**src/rtl/wb_port_arbiter.sv**
```systemverilog
// rtl/wb_port_arbiter.sv - round-robin writeback arbiter for the single register-file write port (optional WB_LOAD_PRIORITY_EN)
module wb_port_arbiter #(
    parameter int LQ_DEPTH = 2,
    parameter int XLEN     = 32
) (
    input  logic                        clk,
    input  logic                        reset,
    input  logic                        alu_valid,
    input  logic [4:0]                  alu_rd,
    input  logic [XLEN-1:0]             alu_data,
    output logic                        alu_ready,
    input  logic                        ld_valid,
    input  logic [4:0]                  ld_rd,
    input  logic [XLEN-1:0]             ld_data,
    output logic                        ld_ready,
    input  logic                        md_valid,
    input  logic [4:0]                  md_rd,
    input  logic [XLEN-1:0]             md_data,
    output logic                        md_ready,
    output logic                        rf_we,
    output logic [4:0]                  rf_waddr,
    output logic [XLEN-1:0]             rf_wdata,
    output logic [$clog2(LQ_DEPTH):0]   lq_count
);
    localparam int AW = $clog2(LQ_DEPTH);
    localparam int CW = AW + 1;
    localparam logic [CW-1:0] DEPTH_C = CW'(LQ_DEPTH);

    logic [4:0]      lq_rd   [LQ_DEPTH];
    logic [XLEN-1:0] lq_data [LQ_DEPTH];
    logic [AW-1:0]   wr_ptr;
    logic [AW-1:0]   rd_ptr;
    logic [CW-1:0]   count;
    logic [1:0]      ptr;
    logic [2:0]      cand;
    logic [2:0]      rr_idx;
    logic            gnt_valid;
    logic [1:0]      gnt;
    logic            push;
    logic            pop;
    logic [4:0]      sel_rd;
    logic [XLEN-1:0] sel_data;

    // Requests are masked while reset is low so nothing is accepted then.
    assign cand      = {md_valid, (count != '0), alu_valid} & {3{reset}};
    assign ld_ready  = reset && (count < DEPTH_C);
    assign push      = ld_valid && ld_ready;
    assign pop       = gnt_valid && (gnt == 2'd1);
    assign alu_ready = gnt_valid && (gnt == 2'd0);
    assign md_ready  = gnt_valid && (gnt == 2'd2);
    assign lq_count  = count;

    // Grant selection: first valid candidate in search order starting at ptr.
    always_comb begin
        gnt_valid = 1'b0;
        gnt       = 2'd0;
        rr_idx    = 3'd0;
`ifdef WB_LOAD_PRIORITY_EN
        if (cand[1]) begin
            gnt_valid = 1'b1;
            gnt       = 2'd1;
        end else if (ptr == 2'd0) begin
            if (cand[0]) begin
                gnt_valid = 1'b1;
                gnt       = 2'd0;
            end else if (cand[2]) begin
                gnt_valid = 1'b1;
                gnt       = 2'd2;
            end
        end else begin
            if (cand[2]) begin
                gnt_valid = 1'b1;
                gnt       = 2'd2;
            end else if (cand[0]) begin
                gnt_valid = 1'b1;
                gnt       = 2'd0;
            end
        end
`else
        // Walk from the farthest slot back to ptr so the nearest valid one is kept.
        for (int i = 2; i >= 0; i--) begin
            rr_idx = {1'b0, ptr} + 3'(i);
            if (rr_idx >= 3'd3) begin
                rr_idx = rr_idx - 3'd3;
            end
            if (cand[rr_idx[1:0]]) begin
                gnt_valid = 1'b1;
                gnt       = rr_idx[1:0];
            end
        end
`endif
    end

    // Route the granted source's destination and data to the output register.
    always_comb begin
        sel_rd   = alu_rd;
        sel_data = alu_data;
        case (gnt)
            2'd1: begin
                sel_rd   = lq_rd[rd_ptr];
                sel_data = lq_data[rd_ptr];
            end
            2'd2: begin
                sel_rd   = md_rd;
                sel_data = md_data;
            end
            default: begin
                sel_rd   = alu_rd;
                sel_data = alu_data;
            end
        endcase
    end

    // Load-queue storage; contents need no reset because count gates every read.
    always_ff @(posedge clk) begin
        if (push) begin
            lq_rd[wr_ptr]   <= ld_rd;
            lq_data[wr_ptr] <= ld_data;
        end
    end

    // Load-queue pointers and occupancy; push and pop together leave count unchanged.
    always_ff @(posedge clk) begin
        if (!reset) begin
            wr_ptr <= '0;
            rd_ptr <= '0;
            count  <= '0;
        end else begin
            if (push) begin
                wr_ptr <= wr_ptr + AW'(1);
            end
            if (pop) begin
                rd_ptr <= rd_ptr + AW'(1);
            end
            if (push && !pop) begin
                count <= count + CW'(1);
            end else if (pop && !push) begin
                count <= count - CW'(1);
            end
        end
    end

    // Round-robin pointer moves past the winner; holds when nothing is granted.
    always_ff @(posedge clk) begin
        if (!reset) begin
            ptr <= 2'd0;
        end else if (gnt_valid) begin
`ifdef WB_LOAD_PRIORITY_EN
            if (gnt == 2'd0) begin
                ptr <= 2'd2;
            end else if (gnt == 2'd2) begin
                ptr <= 2'd0;
            end
`else
            ptr <= (gnt == 2'd2) ? 2'd0 : gnt + 2'd1;
`endif
        end
    end

    // Registered write port; x0 writes are consumed but never enabled.
    always_ff @(posedge clk) begin
        if (!reset) begin
            rf_we    <= 1'b0;
            rf_waddr <= 5'd0;
            rf_wdata <= '0;
        end else if (gnt_valid) begin
            rf_we    <= (sel_rd != 5'd0);
            rf_waddr <= sel_rd;
            rf_wdata <= sel_data;
        end else begin
            rf_we <= 1'b0;
        end
    end
endmodule

```
**config.mk**
```make
export PLATFORM = sky130hd
export DESIGN_NAME = wb_port_arbiter
export DESIGN_NICKNAME = d
export VERILOG_FILES = /design/src/rtl/wb_port_arbiter.sv
export SDC_FILE = /design/constraint.sdc
export NUM_CORES = 1
export LEC_CHECK = 0
export CORE_AREA = 2 2 141 88
export CTS_BUF_LIST = sky130_fd_sc_hd__clkbuf_16
export CTS_CLUSTER_SIZE = 14
export DETAILED_ROUTE_END_ITERATION = 8
export DIE_AREA = 0 0 143 90
export GPL_ROUTABILITY_DRIVEN = 0
export PLACE_DENSITY = 0.78
export SETUP_SLACK_MARGIN = 0.5
export SLEW_MARGIN = 20
export SYNTH_ARGS = -nofsm -noshare
export SYNTH_HDL_FRONTEND = slang
export SYNTH_SLANG_ARGS = --single-unit
```
**constraint.sdc**
```tcl
create_clock -name clk -period 3.85 [get_ports clk]
set_input_delay 0.5775 -clock clk [delete_from_list [all_inputs] [get_ports clk]]
set_output_delay 0.5775 -clock clk [all_outputs]
set_load 0.01 [all_outputs]
```
# Yosys cells after proc, flatten, opt, wreduce, memory -nomap -nowiden
# Memory sizes are Yosys's and may differ from the RTL's. A register that Yosys moved wholly into a read port is not among the register bits.
# Index checks and enable logic that the tools add are counted.
dict set report totals {
  reg_bits 44
  ram_bits 74
  out_inout_bits 43
  wordCells 69
  mem_count 2
}
dict set report classes {
  n_addsub 10
  order_cmp 7
  eq_ne 2
  n_mux 26
  bitwise_logic 1
  n_reduce_logical 14
}
# name words width rd rd_clocked_by_memory_dff wr line
set mem_list {}
lappend mem_list {lq_data 2 32 1 1 1 30} ;# logic [XLEN-1:0] lq_data [LQ_DEPTH];
lappend mem_list {lq_rd 2 5 1 1 1 29} ;# logic [4:0] lq_rd [LQ_DEPTH];
# cell n
set op_table {}
lappend op_table {{32-bit one-hot mux with 2 select lines} 1}
lappend op_table {{2-bit 2-to-1 mux} 9}
lappend op_table {{1-bit 2-to-1 mux} 12}
lappend op_table {{5-bit one-hot mux with 2 select lines} 1}
lappend op_table {{2-bit by 3-bit < comparator with 1-bit output, second input constant} 3}
lappend op_table {{1-bit logical AND} 7}
lappend op_table {{1-bit binary-select mux with 2-bit select} 3}
lappend op_table {{3-bit by 2-bit >= comparator with 1-bit output, second input constant} 2}
lappend op_table {{2-bit subtractor, second input constant} 3}
lappend op_table {{5-bit nonzero test} 1}
lappend op_table {{2-bit by 1-bit adder with 2-bit output, second input constant} 2}
lappend op_table {{2-bit nonzero test} 2}
lappend op_table {{2-bit by 1-bit adder with 3-bit output, second input constant} 1}
lappend op_table {{2-bit by 2-bit adder with 3-bit output, second input constant} 1}
lappend op_table {{3-bit AND} 1}
lappend op_table {{1-bit adder, second input constant} 2}
lappend op_table {{2-bit by 1-bit equality test with 1-bit output, second input constant} 1}
lappend op_table {{2-bit equality test, second input constant} 1}
lappend op_table {{2-bit >= comparator, second input constant} 1}
lappend op_table {{1-bit logical NOT} 2}
lappend op_table {{2-bit logical NOT} 1}
lappend op_table {{2-bit < comparator, second input constant} 1}
lappend op_table {{2-bit AND reduction} 1}
lappend op_table {{2-bit by 1-bit subtractor with 2-bit output, second input constant} 1}

# Longest topological paths before layout
# Gate-level depths: netlist of run 1.
dict set report logic_depth {
  ltp_word 13
  depth_mapped 17
}

# Least setup slack after synthesis of run 1
# No wires, ideal clock.
dict set report synth_timing {
  kind {reg2out}
  from {reg ptr[0]}
  to {out md_ready}
  arrival_time_ns 2.747
  required_time_ns 3.273
  setup_slack_ns 0.525
  path_stages_with_launch 14
  path_buffers 5
  cell_sequence {dfxtp_1 -> inv_1 -> ha_1 -> clkbuf_1 -> mux2i_1 -> o22ai_1 -> a21o_1 -> buf_6 -> buf_6 -> o21ai_0 -> ha_1 -> clkbuf_1 -> clkbuf_1 -> and2_1}
}
dict set report synth_between {
  elab_chain_cells 10
  word_cells_on_any_way 25
  cone_classes {add/sub: 5; order compare: 3; eq/ne: 1; mux: 15; reduce/logical: 1}
}
# element line
set synth_rtl {}
lappend synth_rtl {{start, declared} 34} ;# logic [1:0] ptr;
lappend synth_rtl {{start signal, assigned} 155} ;# ptr <= (gnt == 2'd2) ? 2'd0 : gnt + 2'd1;
lappend synth_rtl {{2-bit by 2-bit adder with 3-bit output} 82} ;# rr_idx = {1'b0, ptr} + 3'(i);
lappend synth_rtl {{3-bit by 2-bit >= comparator with 1-bit output / 2-bit subtractor (equally long branches)} {83, 84}}
lappend synth_rtl {{2-bit 2-to-1 mux} 83} ;# if (rr_idx >= 3'd3) begin
lappend synth_rtl {{1-bit binary-select mux with 2-bit select} 86} ;# if (cand[rr_idx[1:0]]) begin
lappend synth_rtl {{1-bit 2-to-1 mux (not written as such)} 86}
lappend synth_rtl {{2-bit 2-to-1 mux (3 in series)} 86}
lappend synth_rtl {{2-bit equality test} 50} ;# assign md_ready = gnt_valid && (gnt == 2'd2);
lappend synth_rtl {{1-bit logical AND (*)} 50}
lappend synth_rtl {{end, declared} 19} ;# output logic md_ready,
# Mark *: on every way between the ends. The rest lies on a longest branch, timed or not. The select of a mux whose other input is x is not followed.

# Final worst setup path of run 1
# Ends and elaborated chain as after synthesis.

==> impl_metrics.csv, run 1 <==
group,metric,value,unit
detailed_routing,first_pass_iters,4,
timing,rsz0062_at_grt,"false",
logic_synthesis,syn-mean-instance-area,11.9,sq um
critical_path,cp-end-kind,"primary output",
logic_synthesis,synth.top_cell.area_share,41.9,%
final_layout,antennaDiodeCount,0,
logic_synthesis,synth_compound_area_share,11.3,%
flow_run,maxCapViolations,0,
logic_synthesis,synth.area.top_cells,"edfxtp_1 (42%), dfxtp_1 (17%), mux2i_1 (14%)",
logic_synthesis,synthDistinctLibCells,42,
cts,cts_num_sinks,119,
critical_path,cpMaxStageDelayCell,"dfxtp_2",
critical_path,critPathKind,"flip-flop to primary output",
worst_hold_path,min_path_type,"flip-flop to flip-flop",
detailed_routing,avgViaCountPerCell,5.32,
cts,cts_buffer_depth,2,
logic_synthesis,syn_area,5310,sq um
logic_synthesis,yosysMostFrequentCell,"nand2_1",
final_layout,drive_gt1_share,10.6,%
floorplanning,die_w,143,um
logic_synthesis,yosys_register_bits,119,
logic_synthesis,ys_seq_area_share,58.8,%
final_layout,final_cells,785,
logic_synthesis,synth_common_cells,"nand2_1 (83), edfxtp_1 (74), mux2i_1 (72)",
placed_design,dp.cells,751,
critical_path,cpPeakStageDelay,0.37,ns
grt,grt_pass1_wl,22000,um
cts,cts_tree,"yes",
timing,fin_skew,0.00706,ns
timing,maxSlewViolCount,0,
critical_path,worstSetupStartpointType,"flip-flop",
logic_synthesis,yosysWarnings,0,
detailed_routing,postRouteAntennaNets,0,
detailed_routing,drt_iter0_drc,260,
final_layout,design_area,7680,sq um
cts,cts-htree-levels,4,
logic_synthesis,synth_area_leader_cell,"edfxtp_1",
final_layout,nNetsFinal,731,
floorplanning,ioPinCount,159,
placed_design,hpwl,9920,um
cts,cts_buffers,17,
timing,finalCritPeriodShare,81.4,%
detailed_routing,avgRoutedWirePerCell,18.7,um
cts,clock_latency,0.41,ns
logic_synthesis,synth-edff-count,74,
detailed_routing,via_count,4180,
timing,tightest_slew,0.962,ns
grt,antenna_found_initial,1,
grt,grt_pass1_vias,4197,
logic_synthesis,synth_flop_cell,"edfxtp_1",
critical_path,path_cells,"inv_1 -> ha_4 -> nor2_1 -> a21oi_1 -> a2bb2oi_2 -> a21o_2 -> o21ai_2 -> ha_1 -> and2_1 -> dlygate4sd2_1",
logic_synthesis,synth-simple-area-share,8.81,%
critical_path,cp.required,3.27,ns
timing,hold_viol_final,0,
floorplanning,fp.dieH,90,um
logic_synthesis,synthMuxAreaShare,15.1,%
placed_design,portBuffers,158,
timing,max_freq,0.319,GHz
grt,grt.total_usage,22.7,%
placed_design,dpl_worst_slack,0.228,ns
power_and_ir_drop,power_leakage,2.71,nW
detailed_routing,wl,14700,um
floorplanning,coreArea,11700,sq um
grt,overflow,0,
final_layout,synthToLayoutAreaGrowth,44.7,%
logic_synthesis,yosys.area_share.xor_xnor,0.330,%
floorplanning,core.rowCount,31,
timing,slew_headroom,35.9,%
grt,grt_max_degree,38,
timing,whs,0.458,ns
timing,post-route-min-period,3.13,ns
final_layout,final_util,65.8,%
power_and_ir_drop,irDropWorstVdd,0.395,mV
critical_path,critPathMaxFanout,8,
floorplanning,start_util,45.5,%
power_and_ir_drop,pwr_density_cell,646,nW/um^2
outcome,outcome,"complete, no violations",
placed_design,dpl_cell_area,7020,sq um
floorplanning,die_area,12900,sq um
timing,tns,0,ns
power_and_ir_drop,p_total,4.96,mW
cts,clk_pin_slew,0.06,ns
timing,setup_viol,0,
logic_synthesis,netlist_instances,448,
cts,cts_root_buf,"clkbuf_16",
detailed_routing,drc_errors,0,
cts,hold_buffers,0,
logic_synthesis,synthAdderAreaFrac,1.89,%
timing,fin_ws,0.715,ns
logic_synthesis,async_reset_ff_share,0,%
logic_synthesis,synth_top_family_by_area,"multiplexers",
logic_synthesis,synth_nets,572,
critical_path,arrival,2.56,ns
-- final timing paths --
kind	from	end	slack (ns)	cells after the start
worst max-delay path	ptr[0]	md_ready	0.72	10
worst min-delay path	rf_wdata[31]	rf_wdata[31]	0.46	2
worst max register to register	ptr[1]	rf_wdata[28]	0.74	12
worst min register to register	rf_wdata[31]	rf_wdata[31]	0.46	2
-- per-layer routing --
metal  vias to the layer above  share of wire, %  global-route usage (%)
li1                       1962                 -                       -
met1                      2030                43                    29.3
met2                       164                47                    35.9
met3                        22               8.7                    8.26
met4                         2               1.3                    6.85
met5                         -             0.088                       0
-- critical path: cells and delay by family, from the launching register on --
kind | cells | cell delay [ns]
adder cells (fa/ha/maj) | 2 | 0.54
flip-flops | 1 | 0.37
AO/OA/AOI/OAI | 4 | 0.67
AND/OR/NAND/NOR | 2 | 0.19
buffers and inverters | 2 | 0.37
-- cell families (layout without fill, tap and decap cells) --
logic type / count (synthesis) / in the layout
DFF: 119 / 119
and+or+nand+nor: 109 / 109
AOI/OAI and AO/OA: 93 / 93
muxes: 79 / 79
buffers and inverters: 38 / 210
adders and majority gates: 8 / 8
xor gates and xnor gates: 2 / 2
-- area by class of cell --
class | instances | area (sq um)
inverter | 6 | 22.5
clock buffer | 17 | 425
tap | 165 | 206
fill | 872 | 3990
clock inverter | 15 | 154
multi-input combinational | 291 | 2060
sequential | 119 | 3130
timing repair buffer | 172 | 1690
-- flip-flops by register name, indices dropped and copies added, names as in the netlist, named ones only --
signal	cells
rf_we	1
rd_ptr	1
rf_wdata	32
lq_data	64
lq_rd	10
rf_waddr	5
wr_ptr	1
ptr	2
lq_count	2
-- where the power goes --
part	internal [mW]	leakage [nW]	switching (mW)
registers	1.60	1.05	0.149
clock network	0.952	0.275	0.586
logic	0.865	1.38	0.811
total	3.42	2.71	1.54
-- cell usage in the layout (no fill, tap or decap), types with 2 or more instances in the layout --
| master | synthesis | layout |
|---|---|---|
| a21oi_1 | 6 | 5 |
| o21ai_0 | 35 | 34 |
| a31oi_1 | 3 | 3 |
| or3_1 | 2 | 2 |
| clkinv_2 | 0 | 4 |
| buf_4 | 0 | 13 |
| nor2_1 | 6 | 5 |
| dlygate4sd2_1 | 0 | 3 |
| inv_6 | 0 | 2 |
| ha_1 | 8 | 4 |
| a21boi_1 | 2 | 2 |
| a22o_1 | 2 | 2 |
| and2_1 | 7 | 7 |
| mux2i_1 | 72 | 72 |
| dfxtp_1 | 45 | 42 |
| edfxtp_1 | 74 | 74 |
| dfxtp_2 | 0 | 3 |
| bufinv_16 | 0 | 2 |
| nand2_1 | 83 | 83 |
| clkinv_4 | 0 | 3 |
| clkbuf_16 | 0 | 17 |
| nand4_1 | 2 | 2 |
| clkinvlp_4 | 0 | 4 |
| mux2_1 | 6 | 6 |
| inv_1 | 5 | 5 |
| clkdlybuf4s50_1 | 0 | 153 |
| o21a_1 | 3 | 3 |
| ha_2 | 0 | 3 |
| o21ai_2 | 0 | 2 |
| o211ai_1 | 34 | 34 |
-- what timing repair did --
item,CTS,global route
gates resized for setup,16,4
pin swaps,1,2
setup endpoints to repair,2,1
cloned,0,0
setup buffers,0,2
Power figures use the tool's default switching activity.
==> inputs of run 2 (changes only) <==
==> constraint.sdc (replaced) <==
create_clock -name clk -period 3.1 [get_ports clk]
set_input_delay 0.465 -clock clk [delete_from_list [all_inputs] [get_ports clk]]
set_output_delay 0.465 -clock clk [all_outputs]
set_load 0.01 [all_outputs]
==> run 2 against run 1 <==
First-iteration DRC count is 17% lower. Final area is 4.4% higher. Largest power group is now combinational cells. Power is 28% higher.
==> impl_metrics.csv, run 2 (synthesis results as in run 1) <==
group,metric,value,unit
detailed_routing,drt_iter0_drc,215,
cts,cts_root_buf,"clkbuf_16",
critical_path,cpMaxStageDelayCell,"dfxtp_4",
flow_run,maxCapViolations,0,
critical_path,critPathMaxFanout,5,
detailed_routing,wl,14600,um
critical_path,cpPeakStageDelay,0.38,ns
timing,finalCritPeriodShare,88.6,%
final_layout,final_cells,801,
critical_path,worstSetupStartpointType,"flip-flop",
placed_design,dp.cells,755,
timing,post-route-min-period,2.75,ns
detailed_routing,avgRoutedWirePerCell,18.2,um
detailed_routing,drc_errors,0,
cts,hold_buffers,0,
power_and_ir_drop,irDropWorstVdd,0.456,mV
timing,maxSlewViolCount,0,
critical_path,cp.required,2.63,ns
detailed_routing,via_count,4188,
timing,hold_viol_final,0,
detailed_routing,postRouteAntennaNets,0,
final_layout,regMostFlops,"lq_data",
grt,grt_max_degree,51,
floorplanning,fp.dieH,90,um
final_layout,largest_reg_flops,64,
timing,max_freq,0.364,GHz
timing,fin_ws,0.352,ns
timing,tightest_slew,0.660,ns
floorplanning,coreArea,11700,sq um
grt,grt.total_usage,22.7,%
outcome,outcome,"complete, no violations",
detailed_routing,first_pass_iters,4,
worst_hold_path,min_path_type,"flip-flop to flip-flop",
critical_path,critPathBufInv,2,
placed_design,hpwl,9390,um
grt,grt_pass1_wl,22200,um
cts,clk_pin_slew,0.05,ns
floorplanning,die_w,143,um
detailed_routing,avgViaCountPerCell,5.23,
cts,cts_num_sinks,119,
final_layout,layout_commonest_cell,"clkdlybuf4s50_1",
final_layout,synthToLayoutAreaGrowth,51.0,%
timing,setup_viol,0,
critical_path,r2r_slack,0.39,ns
cts,cts_tree,"yes",
critical_path,crit_path_frequent_cell,"ha_4",
critical_path,path_cells,"inv_4 -> ha_4 -> nand4b_1 -> o21ai_2 -> a2bb2oi_2 -> a21o_2 -> o21ai_4 -> ha_4 -> and2_4 -> buf_6",
cts,cts_buffer_depth,2,
floorplanning,start_util,45.5,%
placed_design,dpl_cell_area,7150,sq um
power_and_ir_drop,pwr_density_cell,789,nW/um^2
timing,tns,0,ns
placed_design,portBuffers,158,
cts,cts_buffers,17,
power_and_ir_drop,power_leakage,2.82,nW
grt,antenna_found_initial,0,
final_layout,final_util,68.7,%
critical_path,arrival,2.28,ns
power_and_ir_drop,p_total,6.33,mW
final_layout,drive_gt1_share,15.6,%
critical_path,cp-end-kind,"primary output",
placed_design,dpl_worst_slack,-0.154,ns
final_layout,design_area,8020,sq um
grt,overflow,0,
grt,grt_pass1_vias,4254,
timing,fin_skew,0.0133,ns
timing,slew_headroom,56.0,%
cts,cts-htree-levels,4,
cts,clock_latency,0.41,ns
floorplanning,die_area,12900,sq um
final_layout,top_regs,"lq_data (64), rf_wdata (32), lq_rd (10)",
timing,rsz0062_at_grt,"true",
floorplanning,core.rowCount,31,
critical_path,critPathKind,"flip-flop to primary output",
final_layout,layout_common_cells,"clkdlybuf4s50_1 (153), nand2_1 (80), edfxtp_1 (74), mux2i_1 (70), dfxtp_1 (42)",
final_layout,nNetsFinal,747,
floorplanning,ioPinCount,159,
timing,whs,0.451,ns
critical_path,critPathTopFamily,"compound AO/OA/AOI/OAI gates",
[run 2: cell count changes in the layout (fill, tap and decap cells not counted), moves of 3 or more]
cell,before,now
a31oi_1,3,0
o21ai_0,34,17
clkinv_4,3,0
ha_2,3,0
ha_4,1,7
nand2_1,83,80
o21ai_1,1,18
ha_1,4,1
buf_6,0,5
nand2_2,0,3
buf_4,13,22
[run 2: layout make-up]
class                      instances  area [sq um]
fill                             828          3660
clock inverter                    14           120
sequential                       119          3130
multi-input combinational        291          2240
clock buffer                      17           425
tap                              165           206
inverter                           6          30.0
timing repair buffer             188          1870
antenna                            1          2.50
[run 2: layer usage]
| metal | routed length [um] | up-vias | GRT usage (%) |
|---|---|---|---|
| met5 | 0 | - | 0 |
| met4 | 197 | 0 | 8.50 |
| met3 | 1060 | 18 | 6.55 |
| met2 | 6710 | 172 | 35.2 |
| met1 | 6650 | 2005 | 30.3 |
| li1 | - | 1993 | - |
[run 2: path summary, 6_finish.rpt]
path	endpoint	cells after the start	startpoint
setup / recovery	md_ready	10	ptr[1]
hold / removal	rf_wdata[15]	2	rf_wdata[15]
setup reg to reg	rf_we	13	ptr[0]
hold reg to reg	rf_wdata[15]	2	rf_wdata[15]
[run 2: timing repair]
action,4_1_cts,5_1_grt
setup buffers,10,2
gates resized for setup,42,13
pin swaps,14,8
cloned,0,2
endpoints found under the setup margin,45,43
[run 2: worst min-delay path, cell delays in order (launching register included)]
cell,delay (ns)
dfxtp_1,0.30
nand2_1,0.05
mux2i_1,0.05
[run 2: power by group]
group	internal (mW)	switching [mW]	leakage [nW]
Sequential	1.99	0.184	1.06
Combinational	1.25	1.10	1.49
Clock	1.15	0.659	0.275
==> inputs of run 3 (changes only) <==
--- a/config.mk
+++ b/config.mk
@@ -7,10 +7,11 @@
 export LEC_CHECK = 0
 export CORE_AREA = 2 2 141 88
 export CTS_BUF_LIST = sky130_fd_sc_hd__clkbuf_16
+export CTS_CLUSTER_DIAMETER = 200
 export CTS_CLUSTER_SIZE = 14
 export DETAILED_ROUTE_END_ITERATION = 8
 export DIE_AREA = 0 0 143 90
-export GPL_ROUTABILITY_DRIVEN = 0
+export GPL_ROUTABILITY_DRIVEN = 1
 export PLACE_DENSITY = 0.78
 export SETUP_SLACK_MARGIN = 0.5
 export SLEW_MARGIN = 20
==> results of run 3 <==
The final DEF is identical to that of run 2; final timing and power are the same.
